<file path="src/rtl/mem_req_arbiter.sv">
// Shares one downstream read-request channel between NrReq requesters, tracking per-requester
// outstanding counts and routing responses by ID. Define MEM_ARB_FIXED_PRIO_EN for fixed priority.
module mem_req_arbiter #(
    parameter int NrReq          = 2,
    parameter int AddrWidth      = 64,
    parameter int DataWidth      = 64,
    parameter int TidWidth       = 4,
    parameter int MaxOutstanding = 7
) (
    input  logic                       clk_i,
    input  logic                       rst_i,
    input  logic [NrReq-1:0]           req_valid_i,
    output logic [NrReq-1:0]           req_ready_o,
    input  logic [NrReq*AddrWidth-1:0] req_addr_i,
    output logic                       mem_req_valid_o,
    input  logic                       mem_req_ready_i,
    output logic [AddrWidth-1:0]       mem_req_addr_o,
    output logic [TidWidth-1:0]        mem_req_tid_o,
    input  logic                       mem_rsp_valid_i,
    input  logic [TidWidth-1:0]        mem_rsp_tid_i,
    input  logic [DataWidth-1:0]       mem_rsp_data_i,
    output logic [NrReq-1:0]           rsp_valid_o,
    output logic [DataWidth-1:0]       rsp_data_o,
    output logic                       rsp_err_o,
    input  logic                       flush_i,
    output logic                       flush_done_o,
    output logic                       busy_o
);
    localparam int CntW = $clog2(MaxOutstanding + 1);
    localparam int IdxW = (NrReq > 1) ? $clog2(NrReq) : 1;

    typedef enum logic [1:0] {IDLE, HOLD, DRAIN} state_e;

    state_e                         state_q, state_d;
    logic [IdxW-1:0]                gnt_idx_q, gnt_idx_d;
    logic                           mem_valid_q, mem_valid_d;
    logic [AddrWidth-1:0]           addr_q, addr_d;
    logic [TidWidth-1:0]            tid_q, tid_d;
    logic [NrReq-1:0][CntW-1:0]     cnt_q, cnt_d;
    logic [NrReq-1:0]               rsp_valid_q, rsp_valid_d;
    logic [DataWidth-1:0]           rsp_data_q, rsp_data_d;
    logic                           rsp_err_q, rsp_err_d;
    logic                           flush_done_q, flush_done_d;
    logic                           flush_seen_q, flush_seen_d;
`ifndef MEM_ARB_FIXED_PRIO_EN
    logic [IdxW-1:0]                ptr_q, ptr_d;
`endif

    logic [NrReq-1:0] eligible;
    logic             sel_found;
    logic [IdxW-1:0]  sel_idx;
    logic             can_grant;
    logic             hs;
    logic             rsp_ok;
    logic [IdxW-1:0]  rsp_idx;

    always_comb begin
        for (int k = 0; k < NrReq; k++) begin
            eligible[k] = req_valid_i[k] && (cnt_q[k] < CntW'(MaxOutstanding));
        end
    end

    // Scan downward so the last hit is the first eligible index in priority order.
    always_comb begin
        sel_found = 1'b0;
        sel_idx   = '0;
        for (int i = NrReq - 1; i >= 0; i--) begin
`ifdef MEM_ARB_FIXED_PRIO_EN
            if (eligible[i]) begin
                sel_found = 1'b1;
                sel_idx   = IdxW'(i);
            end
`else
            if (eligible[(int'(ptr_q) + i) % NrReq]) begin
                sel_found = 1'b1;
                sel_idx   = IdxW'((int'(ptr_q) + i) % NrReq);
            end
`endif
        end
    end

    assign can_grant = (state_q == IDLE) && !flush_i && sel_found;
    assign hs        = (state_q == HOLD) && mem_req_ready_i;
    assign rsp_idx   = mem_rsp_tid_i[IdxW-1:0];
    assign rsp_ok    = mem_rsp_valid_i && (32'(mem_rsp_tid_i) < NrReq) && (cnt_q[rsp_idx] != '0);

    // A grant and a response to the same requester in one cycle cancel out.
    always_comb begin
        for (int k = 0; k < NrReq; k++) begin
            cnt_d[k] = cnt_q[k]
                     + CntW'(hs && (gnt_idx_q == IdxW'(k)))
                     - CntW'(rsp_ok && (rsp_idx == IdxW'(k)));
        end
        rsp_valid_d = rsp_ok ? (NrReq'(1) << rsp_idx) : '0;
        rsp_data_d  = rsp_ok ? mem_rsp_data_i : rsp_data_q;
        rsp_err_d   = mem_rsp_valid_i && !rsp_ok;
    end

    always_comb begin
        state_d      = state_q;
        gnt_idx_d    = gnt_idx_q;
        mem_valid_d  = mem_valid_q;
        addr_d       = addr_q;
        tid_d        = tid_q;
        flush_done_d = 1'b0;
        // A completed flush is not repeated until flush_i drops.
        flush_seen_d = flush_seen_q && flush_i;
`ifndef MEM_ARB_FIXED_PRIO_EN
        ptr_d        = ptr_q;
`endif
        case (state_q)
            IDLE: begin
                if (flush_i && !flush_seen_q) begin
                    state_d = DRAIN;
                end else if (can_grant) begin
                    state_d     = HOLD;
                    mem_valid_d = 1'b1;
                    gnt_idx_d   = sel_idx;
                    addr_d      = req_addr_i[sel_idx*AddrWidth +: AddrWidth];
                    tid_d       = TidWidth'(sel_idx);
                end
            end
            HOLD: begin
                if (mem_req_ready_i) begin
                    state_d     = IDLE;
                    mem_valid_d = 1'b0;
`ifndef MEM_ARB_FIXED_PRIO_EN
                    ptr_d = (int'(gnt_idx_q) == NrReq - 1) ? '0 : gnt_idx_q + 1'b1;
`endif
                end
            end
            DRAIN: begin
                if (cnt_q == '0) begin
                    state_d      = IDLE;
                    flush_done_d = 1'b1;
                    flush_seen_d = 1'b1;
                end
            end
            default: state_d = IDLE;
        endcase
    end

    always_ff @(posedge clk_i or posedge rst_i) begin
        if (rst_i) begin
            state_q      <= IDLE;
            gnt_idx_q    <= '0;
            mem_valid_q  <= 1'b0;
            addr_q       <= '0;
            tid_q        <= '0;
            cnt_q        <= '0;
            rsp_valid_q  <= '0;
            rsp_data_q   <= '0;
            rsp_err_q    <= 1'b0;
            flush_done_q <= 1'b0;
            flush_seen_q <= 1'b0;
`ifndef MEM_ARB_FIXED_PRIO_EN
            ptr_q        <= '0;
`endif
        end else begin
            state_q      <= state_d;
            gnt_idx_q    <= gnt_idx_d;
            mem_valid_q  <= mem_valid_d;
            addr_q       <= addr_d;
            tid_q        <= tid_d;
            cnt_q        <= cnt_d;
            rsp_valid_q  <= rsp_valid_d;
            rsp_data_q   <= rsp_data_d;
            rsp_err_q    <= rsp_err_d;
            flush_done_q <= flush_done_d;
            flush_seen_q <= flush_seen_d;
`ifndef MEM_ARB_FIXED_PRIO_EN
            ptr_q        <= ptr_d;
`endif
        end
    end

    // The upstream handshake completes combinationally in the capture cycle.
    assign req_ready_o     = (can_grant && !flush_seen_q && !rst_i) ? (NrReq'(1) << sel_idx) : '0;
    assign mem_req_valid_o = mem_valid_q;
    assign mem_req_addr_o  = addr_q;
    assign mem_req_tid_o   = tid_q;
    assign rsp_valid_o     = rsp_valid_q;
    assign rsp_data_o      = rsp_data_q;
    assign rsp_err_o       = rsp_err_q;
    assign flush_done_o    = flush_done_q;
    assign busy_o          = (state_q != IDLE) || (cnt_q != '0);

endmodule

</file>
<file path="config.mk">
export PLATFORM = sky130hd
export DESIGN_NAME = mem_req_arbiter
export DESIGN_NICKNAME = d
export VERILOG_FILES = /design/src/rtl/mem_req_arbiter.sv
export SDC_FILE = /design/constraint.sdc
export NUM_CORES = 1
export LEC_CHECK = 0
export CAP_MARGIN = 30
export CORE_ASPECT_RATIO = 0.7
export CORE_MARGIN = 4
export CORE_UTILIZATION = 27
export DETAILED_ROUTE_END_ITERATION = 8
export HOLD_SLACK_MARGIN = 0.1
export PLACE_DENSITY_LB_ADDON = 0.12
export SLEW_MARGIN = 0
export SYNTH_ARGS = -nofsm -noshare
export SYNTH_HDL_FRONTEND = slang
export SYNTH_SLANG_ARGS = --single-unit
</file>
<file path="constraint.sdc">
create_clock -name clk_i -period 6.5 [get_ports clk_i]
set_input_delay 1.3 -clock clk_i [delete_from_list [all_inputs] [get_ports clk_i]]
set_output_delay 1.3 -clock clk_i [all_outputs]
set_load 0.01 [all_outputs]
</file>
[Word-level counts from Yosys, hierarchy flattened]
Index checks and enable logic that the tools add are counted.
Storage, ports and cells
  register bits: 144
  latch bits: 0
  memory bits (writable): 0
  ROM bits: 0
  input bits: 203
  output and inout bits: 140
  logic and storage cells: 96
  memories kept: 0
Operators by class
  add/subtract/negate cells: 6
  multipliers: 0
  divide/modulo/power cells: 0
  $lt $le $gt $ge: 6
  equality and inequality tests: 7
  shifts and indexed selects: 3
  muxes and demuxes: 27
  bitwise gates (word level): 4
  reductions and logical operators: 31
Operators by type and width (number)
  variable part select 128 x 8 -> 64 bit: 1
  two-way mux 1 bit: 17
  logical AND 1 bit: 16
  two-way mux 2 bit: 6
  != test 2 bit (second input constant): 4
  adder 3 x 1 -> 3 bit: 2
  zero test 6 bit: 1
  less-than comparator 3 bit (second input constant): 2
  two-way mux 3 bit: 2
  case mux 2 bit (3 select lines): 1
  AND reduction 3 bit: 2
  nonzero test 6 bit: 1
  subtractor 3 x 1 -> 3 bit: 2
  zero test 1 bit: 4
  less-than comparator 1 x 2 -> 1 bit (second input constant): 2
  less-than comparator 4 x 2 -> 1 bit (second input constant): 1
  AND reduction 4 bit: 1
  nonzero test 2 bit: 2
  left shift 1 x 1 -> 2 bit (first input constant): 2
  less-than comparator 2 x 3 -> 1 bit (second input constant): 1
  != test 3 x 2 -> 1 bit (second input constant): 1
  inverter 1 bit: 3
  nonzero test 3 bit: 1
  adder 1 bit (second input constant): 2
  7 further kinds: 7

[Longest topological paths before layout]
Gate-level depths: netlist (run 1).
  depth in word-level cells: 11
  mapped depth: 11
  mapped depth without buffers: 9

[Worst setup path after synthesis (run 1)]
Ideal clock, no wire load.
  kind: input-to-output
  from: input port req_valid_i[0]
  to: output port req_ready_o[0]
  arrival: 2.727 ns
  required time: 5.200 ns
  slack: 2.473 ns
  cell stages on the path: 6
  buffers on the path: 3
  path through: a21boi_0 -> a21bo_2 -> clkbuf_1 -> buf_4 -> buf_2 -> nor4b_1
On the way
  cells in the longest elaborated chain, start to end: 10
  elaborated cells between the ends (all ways): 15
  classes of those cells: shift: 1; mux: 10; reduce/logical: 4
RTL lines
  start: declaration: RTL line 12  | input logic [NrReq-1:0] req_valid_i,
  logical AND 1 bit *: RTL line 59  | eligible[k] = req_valid_i[k] && (cnt_q[k] < CntW'(MaxOutstanding));
  two-way mux 1 bit (implied by the code) (3 in a row): RTL line 74  | if (eligible[(int'(ptr_q) + i) % NrReq]) begin
  two-way mux 1 bit (2 in a row): RTL line 74
  logical AND 1 bit: RTL line 82  | assign can_grant = (state_q == IDLE) && !flush_i && sel_found;
  logical AND 1 bit (2 in a row): RTL line 178  | assign req_ready_o = (can_grant && !flush_seen_q && !rst_i) ? (NrReq'(1) << sel_idx) : '0;
  two-way mux 2 bit *: RTL line 178
  end: declaration: RTL line 13  | output logic [NrReq-1:0] req_ready_o,
Mark *: on every way between the ends. The rest lies on a longest branch, timed or not. The select of a mux whose other input is x is not followed.

[Final worst setup path (run 1)]
Ends and elaborated chain as after synthesis.

==> results of run 1 <==
## per-layer routing
layer	global-route usage	share of wire
met2	0.258	0.52
met4	0.0526	0.023
met5	0	0
met1	0.166	0.39
met3	0.0463	0.066
## cells in the final DEF (no fill, tap or decap), drive strengths merged, types with 4 or more instances in the layout
master	instances
mux2i	64
buf	6
mux2	64
inv	11
o21ai	66
ha	7
bufinv	7
nand2	67
clkbuf	20
clkdlybuf4s50	339
nor3	4
dfrtp	144
## cells in the mapped netlist
cell / number / area (µm²)
nor2_1: 2 / 7.51
nor2b_1: 1 / 6.26
nor4b_1: 1 / 8.76
nor3_1: 4 / 20.0
a211oi_2: 1 / 12.5
nand2b_1: 1 / 6.26
or3_1: 1 / 6.26
nand4b_1: 1 / 8.76
o21ai_0: 65 / 325
conb_1: 1 / 3.75
a21o_1: 1 / 7.51
and2_1: 1 / 6.26
nor4_1: 2 / 12.5
a21bo_2: 1 / 10.0
dfrtp_1: 144 / 3600
xor2_1: 2 / 17.5
nand2_1: 67 / 251
or4b_1: 1 / 10.0
inv_1: 11 / 41.3
mux2_1: 38 / 428
buf_2: 6 / 30.0
clkbuf_1: 15 / 56.3
o21ai_1: 1 / 5.00
buf_4: 8 / 60.1
mux2i_1: 64 / 641
nand3b_1: 2 / 15.0
nor3b_1: 2 / 15.0
a21boi_0: 3 / 22.5
or2_2: 1 / 6.26
buf_6: 4 / 45.0
mux2_2: 26 / 293
a21oi_1: 2 / 10.0
buf_1: 2 / 7.51
ha_1: 7 / 87.6
o41ai_1: 1 / 8.76
fa_1: 2 / 40.0
## logic make-up after synthesis
kind of cell,count (synthesis),share of synthesized area
and+or+nand+nor,87,0.0620
AOI/OAI and AO/OA,75,0.0655
buffers and inverters,46,0.0392
adders and majority gates,9,0.0208
other,1,0.000611
xor gates and xnor gates,2,0.00286
muxes,128,0.222
DFF,144,0.587
## where the power goes
group | switching (W) | internal [W] | leakage, nW
registers | 0.000231 | 0.00130 | 1.77
clock network | 0.000363 | 0.000776 | 0.336
logic | 0.000752 | 0.00104 | 2.55
## worst register-to-register path: stages (launching register included)
cell and delay (ns):
dfrtp_1 0.43, ha_1 0.23, a21boi_0 0.58, a21bo_4 0.25, buf_4 0.45, buf_12 0.32, mux2i_1 0.33, o21ai_0 0.11
## final timing paths
path                               startpoint                  to  slack (ns)  cells past startpoint
min in group asynchronous               rst_i  mem_req_addr_o[62]        1.48                      2
setup reg to reg                     cnt_q[1]  mem_req_addr_o[32]        3.65                      7
max in group asynchronous               rst_i  mem_req_addr_o[52]        3.74                      3
hold / removal             mem_req_addr_o[57]  mem_req_addr_o[57]        0.48                      2
setup / recovery               req_valid_i[0]      req_ready_o[0]        1.56                      5
hold reg to reg            mem_req_addr_o[57]  mem_req_addr_o[57]        0.48                      2
## per-stage QoR
stage | worst slack [ns] | instances
after floorplan | 1.33 | 494
after global placement | 1.54 | 1108
after detailed placement | 1.52 | 1109
after CTS | 1.51 | 1139
after global routing | 1.36 | 1140
final | 1.56 | 1140
## state kept, by name, summed over array words and instances (netlist names)
register and count:
cnt_q 6, flush_done_o 1, flush_seen_q 1, gnt_idx_q 1, mem_req_addr_o 64, mem_req_valid_o 1
ptr_q 1, rsp_data_o 64, rsp_err_o 1, rsp_valid_o 2, state_q 2
## final cells by class
class | count | area (µm²) | share of cell area
clock buffers | 20 | 457 | 0.0435
well taps | 305 | 382 | 0.0363
clock inverters | 10 | 233 | 0.0222
repair buffers | 345 | 3450 | 0.329
diodes | 1 | 2.50 | 0.000238
flip-flops and latches | 144 | 3600 | 0.343
multi-input cells | 304 | 2320 | 0.221
inverters | 11 | 46.3 | 0.00441
==> impl_metrics.csv, run 1 <==
group,metric,value,unit
sta,holdWs,0.477,ns
yosys,ys_types,36,
global_routing,grt_antenna_before_repair,1,
place,dp_hpwl,14.8,mm
clocking,cts_root_buf,"clkbuf_16",
sta,max_slew_margin,0.431,
sta,finClkSkew,0.00979,ns
clocking,cts_buffers,17,
outcome,outcome,"complete, no violations",
hold_path,hp-class,"flip-flop to flip-flop",
place,postPlaceCellArea,0.00981,mm²
route,viasPerCell,4.27,
worst_setup_path,slowest_delay,0.66,ns
place,place_congestion,0.746,
layout,drive_above_1_share,0.0791,
sta,fin_crit,4.94,ns
worst_setup_path,cp.arrival,3.64,ns
sta,max_freq,203,MHz
floorplanning,ios,343,
floorplanning,core,0.0220,mm²
worst_setup_path,critPathBufInv,2,
worst_setup_path,cpMaxStageDelayCell,"clkdlybuf4s50_1",
clocking,clock_path_buffers,2,
pwr,p_leak,4.66,nW
layout,area_growth,71.1,%
sta,report.final.setup_viol,0,
floorplanning,placement_rows,45,
global_routing,grt_pass1_wl,29.0,mm
floorplanning,die_width,188,µm
worst_setup_path,crit_type,"input pin to primary output",
layout,nFillCells,2003,
clocking,clock_sinks,144,
yosys,syn_area_per_cell,12.5,µm²
layout,final_core_util,0.477,
clocking,cts_setup_buffers,0,
yosys,syn_area,0.00614,mm²
worst_setup_path,crit_chain,"clkdlybuf4s50_1 -> a21boi_0 -> a21bo_4 -> nor4b_1 -> clkdlybuf4s50_1",
floorplanning,dieArea,0.0252,mm²
route,wire_per_inst,16.5,µm
sta,slew_violations,0,
sta,period_share,0.760,
worst_setup_path,critPathMaxFanout,4,
yosys,yosys_warnings,0,
flow_run,cap_violations,0,
worst_setup_path,timing.critical_path.mode_cell,"clkdlybuf4s50_1",
route,first_pass_iters,4,
clocking,cts_resized,0,
pwr,power,0.00446,W
global_routing,grt.total_usage,0.146,
route,drc,0,
clocking,cts_tree,"built",
route,drt_iter0_markers,145,
yosys,postSynthCellCount,492,
route,vias,4865,
pwr,cellPowerDensity,425,mW/mm²
global_routing,grt_max_degree,87,
floorplanning,die_h,134,µm
layout,design_area,0.0105,mm²
pwr,irDropWorstVdd,0.170,mV
route,wl,18.8,mm
clocking,clk_latency,0.41,ns
global_routing,gr-total-overflow,0,
layout,final_nets,1035,
yosys,seq_area_frac_synth,0.587,
global_routing,grt_pass1_vias,5276,
route,ant_nets,0,
worst_setup_path,crit_family,"buffers and inverters",
worst_setup_path,cp-start-kind,"input pin",
yosys,synth-seq-cells,144,
worst_setup_path,required,5.20,ns
clocking,hold_buffers,0,
sta,worstMarginPinSlew,0.853,ns
floorplanning,initial_core_util,0.279,
sta,hold_viol,0,
sta,tns,0,ns
sta,rsz0062_at_grt,"no",
clocking,cts_htree_levels,4,
place,port_buffers,339,
worst_setup_path,critPathCaptureType,"primary output",
clocking,clkTransAtPathRegs,0.06,ns
(Power assumes the default switching activity.)
==> run 2: changes to the inputs <==
- clock period: 6.5 -> 4.65 ns (I/O delays scaled with it)
==> run 2 against run 1 <==
Sequential cell count unchanged; clock skew decreased by 0.0034 ns; non-clock buffer count increased by 1; sequential power rose by 41%; sequential share of layout area hardly changed; via count decreased by 0.47%; critical path depth stayed put; final area is essentially flat; global-route usage down 0.057 points; critical path type unchanged; largest cell class unchanged.
==> impl_metrics.csv, run 2 (synthesis gave the netlist of run 1 again) <==
group,metric,value,unit
outcome,outcome,"complete, no violations",
sta,fin_crit,3.93,ns
floorplanning,die_h,134,µm
route,drt_iter0_markers,165,
sta,hold_viol,0,
global_routing,grt_antenna_before_repair,0,
clocking,hold_buffers,0,
layout,drive_above_1_share,0.0825,
worst_setup_path,critPathBufInv,2,
clocking,clk_latency,0.41,ns
route,first_pass_iters,4,
place,postPlaceCellArea,0.00980,mm²
route,vias,4842,
place,port_buffers,339,
clocking,clkTransAtPathRegs,0.06,ns
clocking,cts_root_buf,"clkbuf_16",
worst_setup_path,slowest_delay,0.62,ns
floorplanning,dieArea,0.0252,mm²
worst_setup_path,crit_chain,"clkdlybuf4s50_1 -> a21boi_0 -> a21bo_4 -> nor4_1 -> clkdlybuf4s50_1",
floorplanning,placement_rows,45,
worst_setup_path,cp-start-kind,"input pin",
flow_run,cap_violations,0,
sta,tns,0,ns
sta,slew_violations,0,
clocking,clock_sinks,144,
sta,max_freq,255,MHz
sta,rsz0062_at_grt,"no",
global_routing,gr-total-overflow,0,
pwr,irDropWorstVdd,0.250,mV
pwr,power,0.00615,W
layout,final_common_cell,"clkdlybuf4s50_1",
layout,final_cell_mix,"clkdlybuf4s50_1 (339), dfrtp_1 (144), nand2_1 (67)",
global_routing,grt_pass1_vias,5230,
sta,report.final.setup_viol,0,
global_routing,grt.total_usage,0.145,
global_routing,grt_pass1_wl,29.0,mm
layout,final_nets,1036,
clocking,cts_resized,0,
route,ant_nets,0,
layout,antenna_cells,0,
sta,period_share,0.844,
route,wl,18.5,mm
clocking,cts_htree_levels,4,
pwr,cellPowerDensity,586,mW/mm²
clocking,cts_setup_buffers,0,
floorplanning,core,0.0220,mm²
place,place_congestion,0.787,
floorplanning,die_width,188,µm
sta,worstMarginPinSlew,0.841,ns
worst_setup_path,critPathCaptureType,"primary output",
sta,holdWs,0.475,ns
worst_setup_path,critPathMaxFanout,4,
pwr,p_leak,4.64,nW
layout,design_area,0.0105,mm²
floorplanning,ios,343,
global_routing,grt_max_degree,129,
clocking,cts_tree,"built",
route,viasPerCell,4.24,
sta,finClkSkew,0.00637,ns
worst_setup_path,cp.arrival,3.00,ns
worst_setup_path,timing.critical_path.mode_cell,"clkdlybuf4s50_1",
route,wire_per_inst,16.2,µm
layout,area_growth,71.2,%
hold_path,hp-class,"flip-flop to flip-flop",
worst_setup_path,crit_family,"buffers and inverters",
place,dp_hpwl,14.0,mm
clocking,cts_buffers,17,
worst_setup_path,crit_type,"input pin to primary output",
route,drc,0,
sta,max_slew_margin,0.440,
worst_setup_path,cpMaxStageDelayCell,"clkdlybuf4s50_1",
clocking,clock_path_buffers,2,
floorplanning,initial_core_util,0.279,
worst_setup_path,required,3.72,ns
-- run 2: final cells by class --
type	count	area, µm²
repair buffers	346	3500
fillers	2001	11500
inverters	11	45.0
multi-input cells	304	2320
well taps	305	382
clock inverters	13	211
clock buffers	18	439
flip-flops and latches	144	3600
-- run 2: power breakdown --
| part | total [W] | internal (W) | switching, W |
|---|---|---|---|
| logic | 0.00250 | 0.00147 | 0.00104 |
| clock network | 0.00151 | 0.000965 | 0.000541 |
| registers | 0.00215 | 0.00182 | 0.000323 |
| total | 0.00615 | 0.00425 | 0.00190 |
-- run 2: worst min-delay path: cells and delay by family, from the launching register on --
kind	cells	cell delay (ns)
flip-flops	1	0.34
AO/OA/AOI/OAI	1	0.06
AND/OR/NAND/NOR	1	0.04
-- run 2: through the flow --
stage / worst slack, ns / cells / utilization
2_1_floorplan: 1.36 / 494 / -
3_3_place_gp: 0.657 / 1108 / 0.445
3_5_place_dp: 0.719 / 1108 / 0.445
4_1_cts: 0.722 / 1139 / 0.475
5_1_grt: 0.618 / 1141 / 0.477
6_report: 0.725 / 1141 / 0.477
-- run 2: path summary, 6_finish.rpt --
check | depth (start not counted) | to | slack [ns] | from
worst max-delay path | 5 | req_ready_o[1] | 0.72 | req_valid_i[1]
worst min-delay path | 2 | mem_req_addr_o[18] | 0.48 | mem_req_addr_o[18]
worst max register to register | 9 | cnt_q[5] | 2.25 | cnt_q[0]
worst min register to register | 2 | mem_req_addr_o[18] | 0.48 | mem_req_addr_o[18]
max in group asynchronous | 3 | mem_req_addr_o[18] | 2.59 | rst_i
min in group asynchronous | 2 | mem_req_addr_o[39] | 1.05 | rst_i
-- run 2: routing by layer --
metal | wire, µm | vias up | global-route usage
li1 | - | 2354 | -
met1 | 7630 | 2297 | 0.173
met2 | 9220 | 174 | 0.247
met3 | 1430 | 17 | 0.0570
met4 | 194 | 0 | 0.0387
met5 | 0 | - | 0
